## config.mk

```make
export PLATFORM = sky130hd
export DESIGN_NAME = uart_rx_cfg
export DESIGN_NICKNAME = d
export VERILOG_FILES = /design/src/rtl/uart_rx_cfg.sv
export SDC_FILE = /design/constraint.sdc
export NUM_CORES = 1
export LEC_CHECK = 0
export ABC_AREA = 0
export CORE_MARGIN = 8
export CORE_UTILIZATION = 35
export CTS_CLUSTER_DIAMETER = 30
export CTS_CLUSTER_SIZE = 12
export DETAILED_ROUTE_END_ITERATION = 8
export SYNTH_ARGS = -nofsm -noshare
export SYNTH_HDL_FRONTEND = slang
export SYNTH_SLANG_ARGS = --single-unit
```

## constraint.sdc

```tcl
create_clock -name clk -period 2 [get_ports clk]
set_clock_uncertainty 0.15 [all_clocks]
set_input_delay 0.6 -clock clk [delete_from_list [all_inputs] [get_ports clk]]
set_output_delay 0.6 -clock clk [all_outputs]
set_load 0.02 [all_outputs]
```

## src/rtl/uart_rx_cfg.sv

```systemverilog
// Configurable UART receiver: two-flop input synchronizer, mid-bit sampling FSM,
// optional odd/even parity and 1 or 2 stop bits, registered result with a one-cycle valid pulse.
module uart_rx_cfg #(
    parameter int CLOCKS_PER_BAUD = 10,
    parameter int DATA_BITS       = 8,
    parameter int PARITY          = 0,
    parameter int STOP_BITS       = 1
) (
    input  logic                 clk,
    input  logic                 rst,
    input  logic                 rx,
    output logic [DATA_BITS-1:0] data_o,
    output logic                 valid_o,
    output logic                 parity_err_o,
    output logic                 framing_err_o,
    output logic                 busy_o
);

    // state       | meaning
    // S_IDLE      | line idle, waiting for a low level on rx_s
    // S_START     | timing to the start-bit midpoint, rejecting glitches
    // S_DATA      | sampling data bits, LSB first
    // S_PARITY    | sampling the parity bit
    // S_STOP      | sampling stop bit(s); result is published on the last one
    // S_WAIT_IDLE | line stuck low after a bad stop bit, waiting for it to go high

    localparam int              CW      = $clog2(CLOCKS_PER_BAUD);
    localparam int              BW      = $clog2(DATA_BITS + 1);
    localparam logic [CW-1:0]   HALF_TC = CW'(CLOCKS_PER_BAUD / 2 - 1);
    localparam logic [CW-1:0]   BIT_TC  = CW'(CLOCKS_PER_BAUD - 1);

    typedef enum logic [2:0] {
        S_IDLE,
        S_START,
        S_DATA,
        S_PARITY,
        S_STOP,
        S_WAIT_IDLE
    } state_t;

    state_t               state, state_nx;
    logic                 rx_meta, rx_s;
    logic [CW-1:0]        baud_cnt;
    logic [BW-1:0]        bit_cnt;
    logic [DATA_BITS-1:0] shreg;
    logic                 par_bit;
    logic                 stop_low;
    logic                 tick;
    logic                 frame_done;
    logic                 par_err_nx;

    always_ff @(posedge clk) begin
        if (rst) begin
            rx_meta <= 1'b1;
            rx_s    <= 1'b1;
        end else begin
            rx_meta <= rx;
            rx_s    <= rx_meta;
        end
    end

    always_ff @(posedge clk) begin
        if (rst) begin
            state <= S_IDLE;
        end else begin
            state <= state_nx;
        end
    end

    always_comb begin
        state_nx   = state;
        frame_done = 1'b0;
        busy_o     = (state != S_IDLE);
        // the first sample lands half a bit in; every later sample is a full bit apart
        tick       = (state == S_START) ? (baud_cnt == HALF_TC) : (baud_cnt == BIT_TC);
        case (state)
            S_IDLE: begin
                if (!rx_s) state_nx = S_START;
            end
            S_START: begin
                if (tick) state_nx = rx_s ? S_IDLE : S_DATA;
            end
            S_DATA: begin
                if (tick && bit_cnt == BW'(DATA_BITS - 1))
                    state_nx = (PARITY != 0) ? S_PARITY : S_STOP;
            end
            S_PARITY: begin
                if (tick) state_nx = S_STOP;
            end
            S_STOP: begin
                if (tick && bit_cnt == BW'(STOP_BITS - 1)) begin
                    frame_done = 1'b1;
                    state_nx   = rx_s ? S_IDLE : S_WAIT_IDLE;
                end
            end
            S_WAIT_IDLE: begin
                if (rx_s) state_nx = S_IDLE;
            end
            default: state_nx = S_IDLE;
        endcase
    end

    always_comb begin
        par_err_nx = 1'b0;
        if (PARITY == 1)      par_err_nx = ~((^shreg) ^ par_bit);
        else if (PARITY == 2) par_err_nx = (^shreg) ^ par_bit;
    end

    always_ff @(posedge clk) begin
        if (rst) begin
            baud_cnt      <= '0;
            bit_cnt       <= '0;
            shreg         <= '0;
            par_bit       <= 1'b0;
            stop_low      <= 1'b0;
            data_o        <= '0;
            valid_o       <= 1'b0;
            parity_err_o  <= 1'b0;
            framing_err_o <= 1'b0;
        end else begin
            valid_o <= 1'b0;
            // reload on every sample point so bit timing never drifts
            if (state == S_IDLE || tick) baud_cnt <= '0;
            else                         baud_cnt <= baud_cnt + 1'b1;
            if (state_nx != state) bit_cnt <= '0;
            else if (tick)         bit_cnt <= bit_cnt + 1'b1;
            if (state == S_DATA && tick)   shreg   <= {rx_s, shreg[DATA_BITS-1:1]};
            if (state == S_PARITY && tick) par_bit <= rx_s;
            if (state == S_START)                      stop_low <= 1'b0;
            else if (state == S_STOP && tick && !rx_s) stop_low <= 1'b1;
            if (frame_done) begin
                valid_o       <= 1'b1;
                data_o        <= shreg;
                parity_err_o  <= par_err_nx;
                framing_err_o <= stop_low | ~rx_s;
            end
        end
    end

endmodule

```

==> results of run 1 <==
[what timing repair did]
item                       4_1_cts  5_1_grt
setup buffers                    0        2
pin swaps                        0        1
gates resized for setup          5        8
setup endpoints to repair        2       22
hold buffers                     0        0
[sequential cells by signal, indices dropped and copies added (netlist names)]
signal / cells
valid_o: 1
state: 3
shreg: 8
stop_low: 1
rx_meta: 1
data_o: 8
baud_cnt: 4
rx_s: 1
bit_cnt: 4
framing_err_o: 1
[metrics by stage]
stage	cell area [sq um]	instances
after floorplan	1490	159
after global placement	1710	223
after detailed placement	1710	223
after CTS	1790	231
after global routing	1830	233
final	1830	233
[routing by layer]
| layer | wire, um | vias up |
|---|---|---|
| li1 | - | 591 |
| met1 | 1390 | 569 |
| met2 | 1570 | 25 |
| met3 | 153 | 6 |
| met4 | 56 | 0 |
| met5 | 0 | - |
[worst min-delay path by stage]
stage,start,endpoint,slack (ns),depth (start not counted)
5_1_grt,rx_meta,rx_s,0.28,1
6_report,rx_meta,rx_s,0.26,1
2_1_floorplan,rx_meta,rx_s,0.24,1
3_3_place_gp,rx_meta,rx_s,0.25,1
3_5_place_dp,rx_meta,rx_s,0.25,1
4_1_cts,rx_meta,rx_s,0.27,1
[power breakdown]
part | switching [mW] | internal, mW
Clock | 0.220 | 0.280
Combinational | 0.0511 | 0.0402
Sequential | 0.00430 | 0.644
[cell type report]
type | instances | area [sq um]
fillers | 382 | 2230
multi-input cells | 112 | 779
flip-flops and latches | 32 | 641
repair buffers | 26 | 240
clock buffers | 8 | 90.1
well taps | 50 | 62.6
inverters | 5 | 18.8
[layout by cell type (no fill, tap or decap), types with 2 or more instances in the layout]
cell type,Yosys,layout
sky130_fd_sc_hd__dfxtp_1,32,32
sky130_fd_sc_hd__nand3_1,3,3
sky130_fd_sc_hd__o21a_1,2,2
sky130_fd_sc_hd__nor3b_2,1,2
sky130_fd_sc_hd__or2_2,3,3
sky130_fd_sc_hd__or3_1,2,2
sky130_fd_sc_hd__buf_4,2,12
sky130_fd_sc_hd__ha_1,3,3
sky130_fd_sc_hd__nand2_1,4,4
sky130_fd_sc_hd__a21o_1,2,2
sky130_fd_sc_hd__nor2b_1,2,2
sky130_fd_sc_hd__clkdlybuf4s50_1,0,5
sky130_fd_sc_hd__xnor2_1,4,4
sky130_fd_sc_hd__a21oi_1,10,10
sky130_fd_sc_hd__clkbuf_1,3,2
sky130_fd_sc_hd__mux2i_1,16,16
sky130_fd_sc_hd__inv_1,5,5
sky130_fd_sc_hd__dlymetal6s2s_1,0,6
sky130_fd_sc_hd__nor3_1,5,5
sky130_fd_sc_hd__clkbuf_8,0,6
sky130_fd_sc_hd__a31oi_1,2,2
sky130_fd_sc_hd__nor2_1,29,29
[logic make-up after synthesis]
logic type | Yosys count | share of synthesized area
other | 1 | 0.00251
XOR/XNOR | 5 | 0.0294
adder cells (fa/ha/maj) | 3 | 0.0252
multiplexers | 17 | 0.117
AND/OR/NAND/NOR | 61 | 0.232
flip-flops | 32 | 0.430
AO/OA/AOI/OAI | 25 | 0.112
buffers and inverters | 15 | 0.0512
==> results.txt, run 1 <==
----------------------------------------------------
[Yosys]
  Yosys Warn Count ... 0
  Number of enable flip-flop cells after synthesis ... 0
  Average footprint of a synthesized cell ... 9.38 sq um
  Cell count after synthesis ... 159
  Number of storage elements in the synthesis netlist ... 32
  Synth cell types ... 45
  Commonest cells in the synthesized netlist ... 32 x sky130_fd_sc_hd__dfxtp_1, 29 x sky130_fd_sc_hd__nor2_1, 16 x sky130_fd_sc_hd__mux2i_1, 10 x sky130_fd_sc_hd__a21oi_1
  Fraction of the yosys area taken by sequential cells ... 0.430
  Area share of the leading cell type in the synthesized netlist ... 0.430
  Leading cell type by number of instances after synthesis ... sky130_fd_sc_hd__dfxtp_1
  Biggest area contributors in the synthesized netlist ... sky130_fd_sc_hd__dfxtp_1 43%, sky130_fd_sc_hd__mux2i_1 11%, sky130_fd_sc_hd__nor2_1 7.3%, sky130_fd_sc_hd__a21oi_1 3.4%, sky130_fd_sc_hd__ha_1 2.5%
  Syn Std Cell Area ... 1490 sq um
  Synthesized netlist net count ... 165
  Top cell type by total area after synthesis ... sky130_fd_sc_hd__dfxtp_1
  Most used DFF post-synth ... sky130_fd_sc_hd__dfxtp_1
  Async SR Flop Fraction ... 0

[Drt]
  Final routed wire length divided by cell count ... 13.6 um
  Number of search-and-repair iterations in the first detailed-routing pass ... 4
  Number of design rule violations left after detail routing ... 0
  Via count ... 1191
  Post-route antenna net violation count ... 0
  Wirelength, routed ... 3.16 mm
  Via count normalized by instance count ... 5.11
  Detailed router's first-iteration violation count ... 60

[Timing]
  Slew Viols, Final ... 0
  RSZ-0062 raised after global routing ... false
  Upper clock frequency limit ... 509 MHz
  Count of endpoints failing setup in the final report ... 0
  Total Neg Setup Slack ... 0 ns
  Final Cycle Share ... 0.982
  Worst-case hold slack ... 0.263 ns
  Hold Fails Final Rpt ... 0
  Worst setup slack after layout ... 0.0364 ns
  Final Critical Period ... 1.96 ns

[Worst setup path]
  Sequence of cells on the critical path ... clkdlybuf4s50_1
  Worst reg-to-reg setup slack ... 0.11 ns
  Critical R2R Capture ... bit_cnt[1]
  Maximum fanout along the worst path ... 2
  Crit path max-delay family ... buffers and inverters
  Max stage delay cell, worst path ... sky130_fd_sc_hd__clkdlybuf4s50_1
  CP endpoint kind ... output pin
  Worst setup SP type ... flop
  Setup crit start ... data_o[4]
  Levels on crit path ... 1
  Endpoint required time on the critical path ... 1.25 ns
  CP arrival ... 1.21 ns
  Maximum cell stage delay along the critical path ... 0.61 ns
  Worst Setup Path Type ... flop to output pin
  Count of buffer and inverter cells on the critical path ... 1
  End point of the critical path ... data_o[4]
  R2r worst-path depth ... 6
  Reg-to-Reg Start ... state[0]

[CTS]
  Source-to-sink clock delay at the later pin of the worst-skew pair ... 0.28 ns
  Number of sinks on the clock net ... 32
  Maximum buffer depth of the clock tree ... 2
  Register clock-pin slew on the reported worst setup and hold paths ... 0.06 ns
  TritonCTS buffer count ... 5
  CTS Root Buffer Type ... sky130_fd_sc_hd__clkbuf_8
  TritonCTS clock tree ... done
  H-tree Lvls ... 2

[Placement]
  Dpl hpwl ... 2.20 mm
  RD Place Congestion ... 0.809
  Post-placement setup slack ... 0.0243 ns
  I/O Buffers ... 13

[Die]
  Die height ... 81.3 um
  Initial Util ... 0.368
  Full die area ... 6610 sq um
  Placeable core region ... 4060 sq um
  Floorplan die width ... 81.3 um
  Cell Rows ... 23
  Ports placed on the boundary ... 15

[GRT]
  Overall routing resource usage ... 0.106
  Met3 layer usage reported by global route ... 0.0464
  Initial antenna violation count ... 0
  Global-route met1 utilization ... 0.109
  Wire length of the first global-routing pass ... 5.35 mm
  GR met2 Demand/Resource ... 0.177
  Grt total ovfl ... 0
  Largest net degree at the start of global routing ... 18
  Most Crowded Layer GR ... met2
  Vias in the first global route ... 1204

[Layout]
  Area added between synthesis and finish ... 22.8%
  Nets@finish ... 188
  Final design utilization ... 0.451
  Fraction of layout instances using a drive strength above 1 ... 0.191
  Number of antenna diodes ... 0

[Power]
  Total power draw ... 1.24 mW
  Cell area power density ... 677 nW/um^2
  Leak ... 0.833 nW
  Max rail drop VDD ... 0.425 mV

[Job]
  Max capacitance violation total ... 0

[Min path]
  HP Class ... flop to flop

[Outcome]
  Run status ... finished, final reports clean

----------------------------------------------------
No activity file was read; power rests on OpenSTA's default activity.
==> run 2: changes to the inputs <==
--- a/config.mk
+++ b/config.mk
@@ -11,6 +11,8 @@
 export CTS_CLUSTER_DIAMETER = 30
 export CTS_CLUSTER_SIZE = 12
 export DETAILED_ROUTE_END_ITERATION = 8
+export DONT_BUFFER_PORTS = 1
+export SETUP_SLACK_MARGIN = 0.5
 export SYNTH_ARGS = -nofsm -noshare
 export SYNTH_HDL_FRONTEND = slang
 export SYNTH_SLANG_ARGS = --single-unit
==> results.txt, run 2 (same netlist as run 1, synthesis figures left out) <==
----------------------------------------------------
[Drt]
  Final routed wire length divided by cell count ... 14.7 um (+8.5%)
  Number of design rule violations left after detail routing ... 0 (unchanged)
  Detailed router's first-iteration violation count ... 135 (+130%)
  Via count ... 1204 (+1.1%)
  Wirelength, routed ... 3.33 mm (+5.2%)
  Via count normalized by instance count ... 5.33 (+4.2%)
  Post-route antenna net violation count ... 0 (unchanged)
  Number of search-and-repair iterations in the first detailed-routing pass ... 4 (unchanged)

[Layout]
  Final design utilization ... 0.457 (+0.00586)
  Area added between synthesis and finish ... 24.4%
  Number of antenna diodes ... 0 (unchanged)
  Fraction of layout instances using a drive strength above 1 ... 0.409 (+0.218)
  Top flop regs ... data_o: 8 flops, shreg: 8 flops
  Most common cell after layout, fill and taps aside ... sky130_fd_sc_hd__nor2_1
  Nets@finish ... 182 (-3.2%)
  Leading cell types in the layout, fill and taps excluded ... 28 x sky130_fd_sc_hd__nor2_1, 16 x sky130_fd_sc_hd__mux2i_1, 15 x sky130_fd_sc_hd__buf_4, 14 x sky130_fd_sc_hd__dfxtp_2, 14 x sky130_fd_sc_hd__dfxtp_1

[GRT]
  Initial antenna violation count ... 0 (unchanged)
  Wire length of the first global-routing pass ... 5.38 mm (+0.65%)
  Vias in the first global route ... 1221 (+1.4%)
  Overall routing resource usage ... 0.105 (-0.000287)
  Grt total ovfl ... 0 (unchanged)
  Largest net degree at the start of global routing ... 27 (+9)

[Die]
  Full die area ... 6610 sq um (unchanged)
  Die height ... 81.3 um (unchanged)
  Floorplan die width ... 81.3 um (unchanged)
  Cell Rows ... 23 (unchanged)
  Placeable core region ... 4060 sq um (unchanged)
  Initial Util ... 0.368 (unchanged)
  Ports placed on the boundary ... 15 (unchanged)

[Timing]
  Hold Fails Final Rpt ... 0 (unchanged)
  Worst-case hold slack ... 0.233 ns (-0.0295 ns)
  Upper clock frequency limit ... 529 MHz (+3.8%)
  Count of endpoints failing setup in the final report ... 0 (unchanged)
  Final Critical Period ... 1.89 ns (-0.0717 ns)
  Final Cycle Share ... 0.946 (-0.0359)
  Total Neg Setup Slack ... 0 ns (unchanged)
  RSZ-0062 raised after global routing ... true
  Slew Viols, Final ... 0 (unchanged)

[Worst setup path]
  Worst setup SP type ... flop
  Reg-to-Reg Start ... state[1]
  Endpoint required time on the critical path ... 1.25 ns (about the same)
  Maximum fanout along the worst path ... 2 (unchanged)
  Worst reg-to-reg setup slack ... 0.20 ns (+0.09 ns)
  Worst Setup Path Type ... flop to output pin
  CP endpoint kind ... output pin
  CP arrival ... 1.14 ns (-0.07 ns)
  Setup crit start ... state[2]

[Power]
  Sequential share of power ... 0.542 (+0.019)
  Part of the total power dissipated in the clock network ... 0.389 (-0.015)
  Max rail drop VDD ... 0.372 mV (-13%)
  Leak ... 0.740 nW (-11%)
  Switching Share ... 0.239 (+0.0163)
  Relative contribution of combinational cells to total power ... 0.069 (-0.005)
  Pint ... 0.914 mW (-5.2%)
  Switching power of the nets ... 0.287 mW (+3.9%)
  Cell area power density ... 647 nW/um^2 (-4.4%)

[CTS]
  TritonCTS buffer count ... 5 (unchanged)
  Register clock-pin slew on the reported worst setup and hold paths ... 0.06 ns (about the same)
  CTS Root Buffer Type ... sky130_fd_sc_hd__clkbuf_8
  TritonCTS clock tree ... done
  Maximum buffer depth of the clock tree ... 2 (unchanged)
  Number of sinks on the clock net ... 32 (unchanged)
  Number of hold buffers added after CTS ... 0 (unchanged)
  Source-to-sink clock delay at the later pin of the worst-skew pair ... 0.28 ns (about the same)
  H-tree Lvls ... 2 (unchanged)

[Placement]
  Dpl hpwl ... 2.08 mm (-5.7%)
  I/O Buffers ... 0 (-13)
  RD Place Congestion ... 0.854 (+5.6%)

[Outcome]
  Run status ... finished, final reports clean

[Job]
  Max capacitance violation total ... 0 (unchanged)

[Min path]
  HP Class ... input pin to flop
  Worst hold start ... rst

----------------------------------------------------
## run 2: cell types whose count changed in the layout (fill, tap and decap cells not counted), moves of 3 or more
cell	before	now
sky130_fd_sc_hd__dfxtp_1	32	14
sky130_fd_sc_hd__dfxtp_2	0	14
sky130_fd_sc_hd__dlymetal6s2s_1	6	0
sky130_fd_sc_hd__clkdlybuf4s50_1	5	0
sky130_fd_sc_hd__a21oi_1	10	6
sky130_fd_sc_hd__a21oi_2	0	4
sky130_fd_sc_hd__buf_6	1	5
sky130_fd_sc_hd__dfxtp_4	0	4
sky130_fd_sc_hd__buf_4	12	15
## run 2: layer usage
layer,part of all wire,GRT usage,up-vias
met5,0,0,-
met4,0.023,0.0732,0
met3,0.076,0.0442,10
met2,0.49,0.169,36
met1,0.41,0.110,581
li1,-,-,577
## run 2: path summary, 6_finish.rpt
check | end | cells after the start
setup / recovery | busy_o | 2
hold / removal | data_o[7] | 1
setup reg to reg | bit_cnt[1] | 5
hold reg to reg | rx_s | 1
## run 2: per-stage QoR
stage / area, sq um / instances / power, mW / setup WS (ns)
2_1_floorplan: 1560 / 159 / 0.736 / 0.323
3_3_place_gp: 1580 / 205 / 0.733 / 0.211
3_5_place_dp: 1580 / 205 / 0.735 / 0.167
4_1_cts: 1790 / 222 / 1.22 / 0.101
5_1_grt: 1860 / 226 / 1.26 / 0.0743
6_report: 1860 / 226 / 1.20 / 0.108
## run 2: power groups by stage
stage	clock, mW	combinational, mW	sequential (mW)
finish	0.467	0.0828	0.651
global route	0.519	0.0902	0.651
CTS	0.490	0.0758	0.650
detailed placement	0	0.0637	0.671
global placement	0	0.0625	0.671
floorplan	0	0.0709	0.665
## run 2: timing repair
action,4_1_cts,5_1_grt
endpoints found under the hold margin,0,0
setup endpoints to repair,34,37
resized for setup,18,12
buffers inserted,10,4
pin swaps,9,7
## run 2: cell type report
class / instances / area (sq um)
Timing Repair Buffer: 20 / 169
Inverter: 5 / 18.8
Tap cell: 50 / 62.6
Clock buffer: 5 / 68.8
Clock inverter: 2 / 12.5
Sequential cell: 32 / 673
Multi-Input combinational cell: 112 / 851
Fill cell: 371 / 2200
## run 2: worst max-delay path, cell delays in order, from the launching register on
cell	delay, ns
sky130_fd_sc_hd__dfxtp_4	0.35
sky130_fd_sc_hd__buf_6	0.11
sky130_fd_sc_hd__or3_4	0.41
==> run 3: changes to the inputs <==
--- a/config.mk
+++ b/config.mk
@@ -12,6 +12,7 @@
 export CTS_CLUSTER_SIZE = 12
 export DETAILED_ROUTE_END_ITERATION = 8
 export DONT_BUFFER_PORTS = 1
+export RECOVER_POWER = 100
 export SETUP_SLACK_MARGIN = 0.5
 export SYNTH_ARGS = -nofsm -noshare
 export SYNTH_HDL_FRONTEND = slang
==> results.txt, run 3 (same netlist as run 1, synthesis figures left out) <==
----------------------------------------------------
[Worst setup path]
  Maximum cell stage delay along the critical path ... 0.38 ns (-0.03 ns)
  Critical R2R Capture ... bit_cnt[0]
  Sequence of cells on the critical path ... buf_6, or3_4
  Reg-to-Reg Start ... baud_cnt[0]
  R2r worst-path depth ... 5 (unchanged)
  Crit path max-delay family ... simple AND/OR/NAND/NOR gates
  Count of buffer and inverter cells on the critical path ... 1 (unchanged)
  Maximum fanout along the worst path ... 13 (+11)
  Worst Setup Path Type ... flop to output pin
  Worst setup SP type ... flop
  Max stage delay cell, worst path ... sky130_fd_sc_hd__or3_4
  CP arrival ... 1.14 ns (about the same)
  Worst reg-to-reg setup slack ... 0.16 ns (-0.04 ns)
  Endpoint required time on the critical path ... 1.25 ns (about the same)
  CP endpoint kind ... output pin

[Job]
  Max capacitance violation total ... 0 (unchanged)

[Die]
  Ports placed on the boundary ... 15 (unchanged)
  Die height ... 81.3 um (unchanged)
  Initial Util ... 0.368 (unchanged)
  Floorplan die width ... 81.3 um (unchanged)
  Placeable core region ... 4060 sq um (unchanged)
  Cell Rows ... 23 (unchanged)
  Full die area ... 6610 sq um (unchanged)

[Drt]
  Number of design rule violations left after detail routing ... 0 (unchanged)
  Final routed wire length divided by cell count ... 14.8 um (+0.42%)
  Via count normalized by instance count ... 5.24 (-1.7%)
  Number of search-and-repair iterations in the first detailed-routing pass ... 4 (unchanged)
  Via count ... 1184 (-1.7%)
  Wirelength, routed ... 3.34 mm (+0.42%)
  Detailed router's first-iteration violation count ... 110 (-19%)
  Post-route antenna net violation count ... 0 (unchanged)

[Power]
  Max rail drop VDD ... 0.400 mV (+7.6%)
  Leak ... 0.715 nW (-3.3%)
  Cell area power density ... 669 nW/um^2 (+3.3%)

[Timing]
  Count of endpoints failing setup in the final report ... 0 (unchanged)
  Final Cycle Share ... 0.945 (-0.00118)
  Final Critical Period ... 1.89 ns (-0.00235 ns)
  Upper clock frequency limit ... 529 MHz (+0.12%)
  RSZ-0062 raised after global routing ... true
  Slew Viols, Final ... 0 (unchanged)
  Total Neg Setup Slack ... 0 ns (unchanged)
  Hold Fails Final Rpt ... 0 (unchanged)

[Layout]
  Area added between synthesis and finish ... 20.6%
  Nets@finish ... 182 (unchanged)
  Top flop regs ... data_o: 8 flops, shreg: 8 flops
  Most common cell after layout, fill and taps aside ... sky130_fd_sc_hd__nor2_1
  Number of antenna diodes ... 0 (unchanged)
  Fraction of layout instances using a drive strength above 1 ... 0.307 (-0.102)
  Post-route insts no fill ... 226 (unchanged)
  Leading cell types in the layout, fill and taps excluded ... 28 x sky130_fd_sc_hd__nor2_1, 26 x sky130_fd_sc_hd__dfxtp_1, 16 x sky130_fd_sc_hd__mux2i_1, 13 x sky130_fd_sc_hd__buf_4, 7 x sky130_fd_sc_hd__a21oi_1
  Multi-input combinational cell area ... 835 sq um (-1.9%)
  Sequential Area ... 653 sq um (-3.0%)
  Number of inserted filler cells in the final layout ... 385 (+3.8%)

[Min path]
  Number of stages on the worst hold path ... 1 (unchanged)
  Worst hold start ... rst
  HP Class ... input pin to flop
  WHS Endpoint ... data_o[7]

[Placement]
  Dpl hpwl ... 2.08 mm (unchanged)
  Placed Cells incl. Taps ... 205 (unchanged)
  I/O Buffers ... 0 (unchanged)
  RD Place Congestion ... 0.854 (unchanged)

[GRT]
  Wire length of the first global-routing pass ... 5.38 mm (unchanged)
  Vias in the first global route ... 1221 (unchanged)
  Overall routing resource usage ... 0.105 (unchanged)
  Initial antenna violation count ... 0 (unchanged)
  Largest net degree at the start of global routing ... 27 (unchanged)
  Grt total ovfl ... 0 (unchanged)

[CTS]
  Number of sinks on the clock net ... 32 (unchanged)
  TritonCTS buffer count ... 5 (unchanged)
  Maximum buffer depth of the clock tree ... 2 (unchanged)
  CTS Root Buffer Type ... sky130_fd_sc_hd__clkbuf_8
  Register clock-pin slew on the reported worst setup and hold paths ... 0.06 ns (about the same)
  H-tree Lvls ... 2 (unchanged)
  Source-to-sink clock delay at the later pin of the worst-skew pair ... 0.28 ns (about the same)
  Number of hold buffers added after CTS ... 0 (unchanged)
  TritonCTS clock tree ... done

[Outcome]
  Run status ... finished, final reports clean

----------------------------------------------------
-- run 3: changes by cell type in the layout (fill, tap and decap cells not counted), sizes merged --
cell and change:
clkbuf +3, buf -3
-- run 3: final cells by class --
class,count,share of cell area
inverters,5,0.0104
multi-input cells,112,0.464
clock buffers,5,0.0382
flip-flops and latches,32,0.363
clock inverters,2,0.00695
repair buffers,20,0.0828
well taps,50,0.0348
-- run 3: through the flow --
step / setup WS, ns / instance area, sq um / hold WS, ns / power, mW / util
final: 0.111 / 1800 / 0.240 / 1.20 / 0.443
after CTS: 0.101 / 1790 / 0.218 / 1.22 / 0.441
after floorplan: 0.323 / 1560 / 0.239 / 0.736 / -
after global routing: 0.0413 / 1800 / 0.216 / 1.26 / 0.443
after global placement: 0.211 / 1580 / 0.245 / 0.733 / 0.390
after detailed placement: 0.167 / 1580 / 0.247 / 0.735 / 0.390
-- run 3: how the worst max path moves through the flow --
stage	cells past startpoint	end	slack, ns	startpoint
floorplan	5	bit_cnt[0]	0.32	baud_cnt[2]
finish	2	busy_o	0.11	state[0]
CTS	2	busy_o	0.10	state[2]
global route	6	shreg[4]	0.04	baud_cnt[0]
global placement	5	bit_cnt[1]	0.21	state[1]
detailed placement	5	bit_cnt[0]	0.17	state[2]
-- run 3: metal layers --
metal | GRT usage | share of wire
met1 | 0.110 | 0.42
met2 | 0.169 | 0.50
met3 | 0.0442 | 0.060
met4 | 0.0732 | 0.020
met5 | 0 | 0
-- run 3: repair_timing --
item,in CTS,in global routing
buffers inserted,10,4
resized for setup,18,12
setup endpoints to repair,34,37
pin swaps,9,7
-- run 3: power by group --
group          total, mW  internal, mW  leakage, nW  switching, mW
Sequential         0.653         0.643        0.261         0.0106
Clock              0.469         0.235       0.0400          0.234
Combinational     0.0809        0.0376        0.414         0.0433
Total               1.20         0.915        0.715          0.287
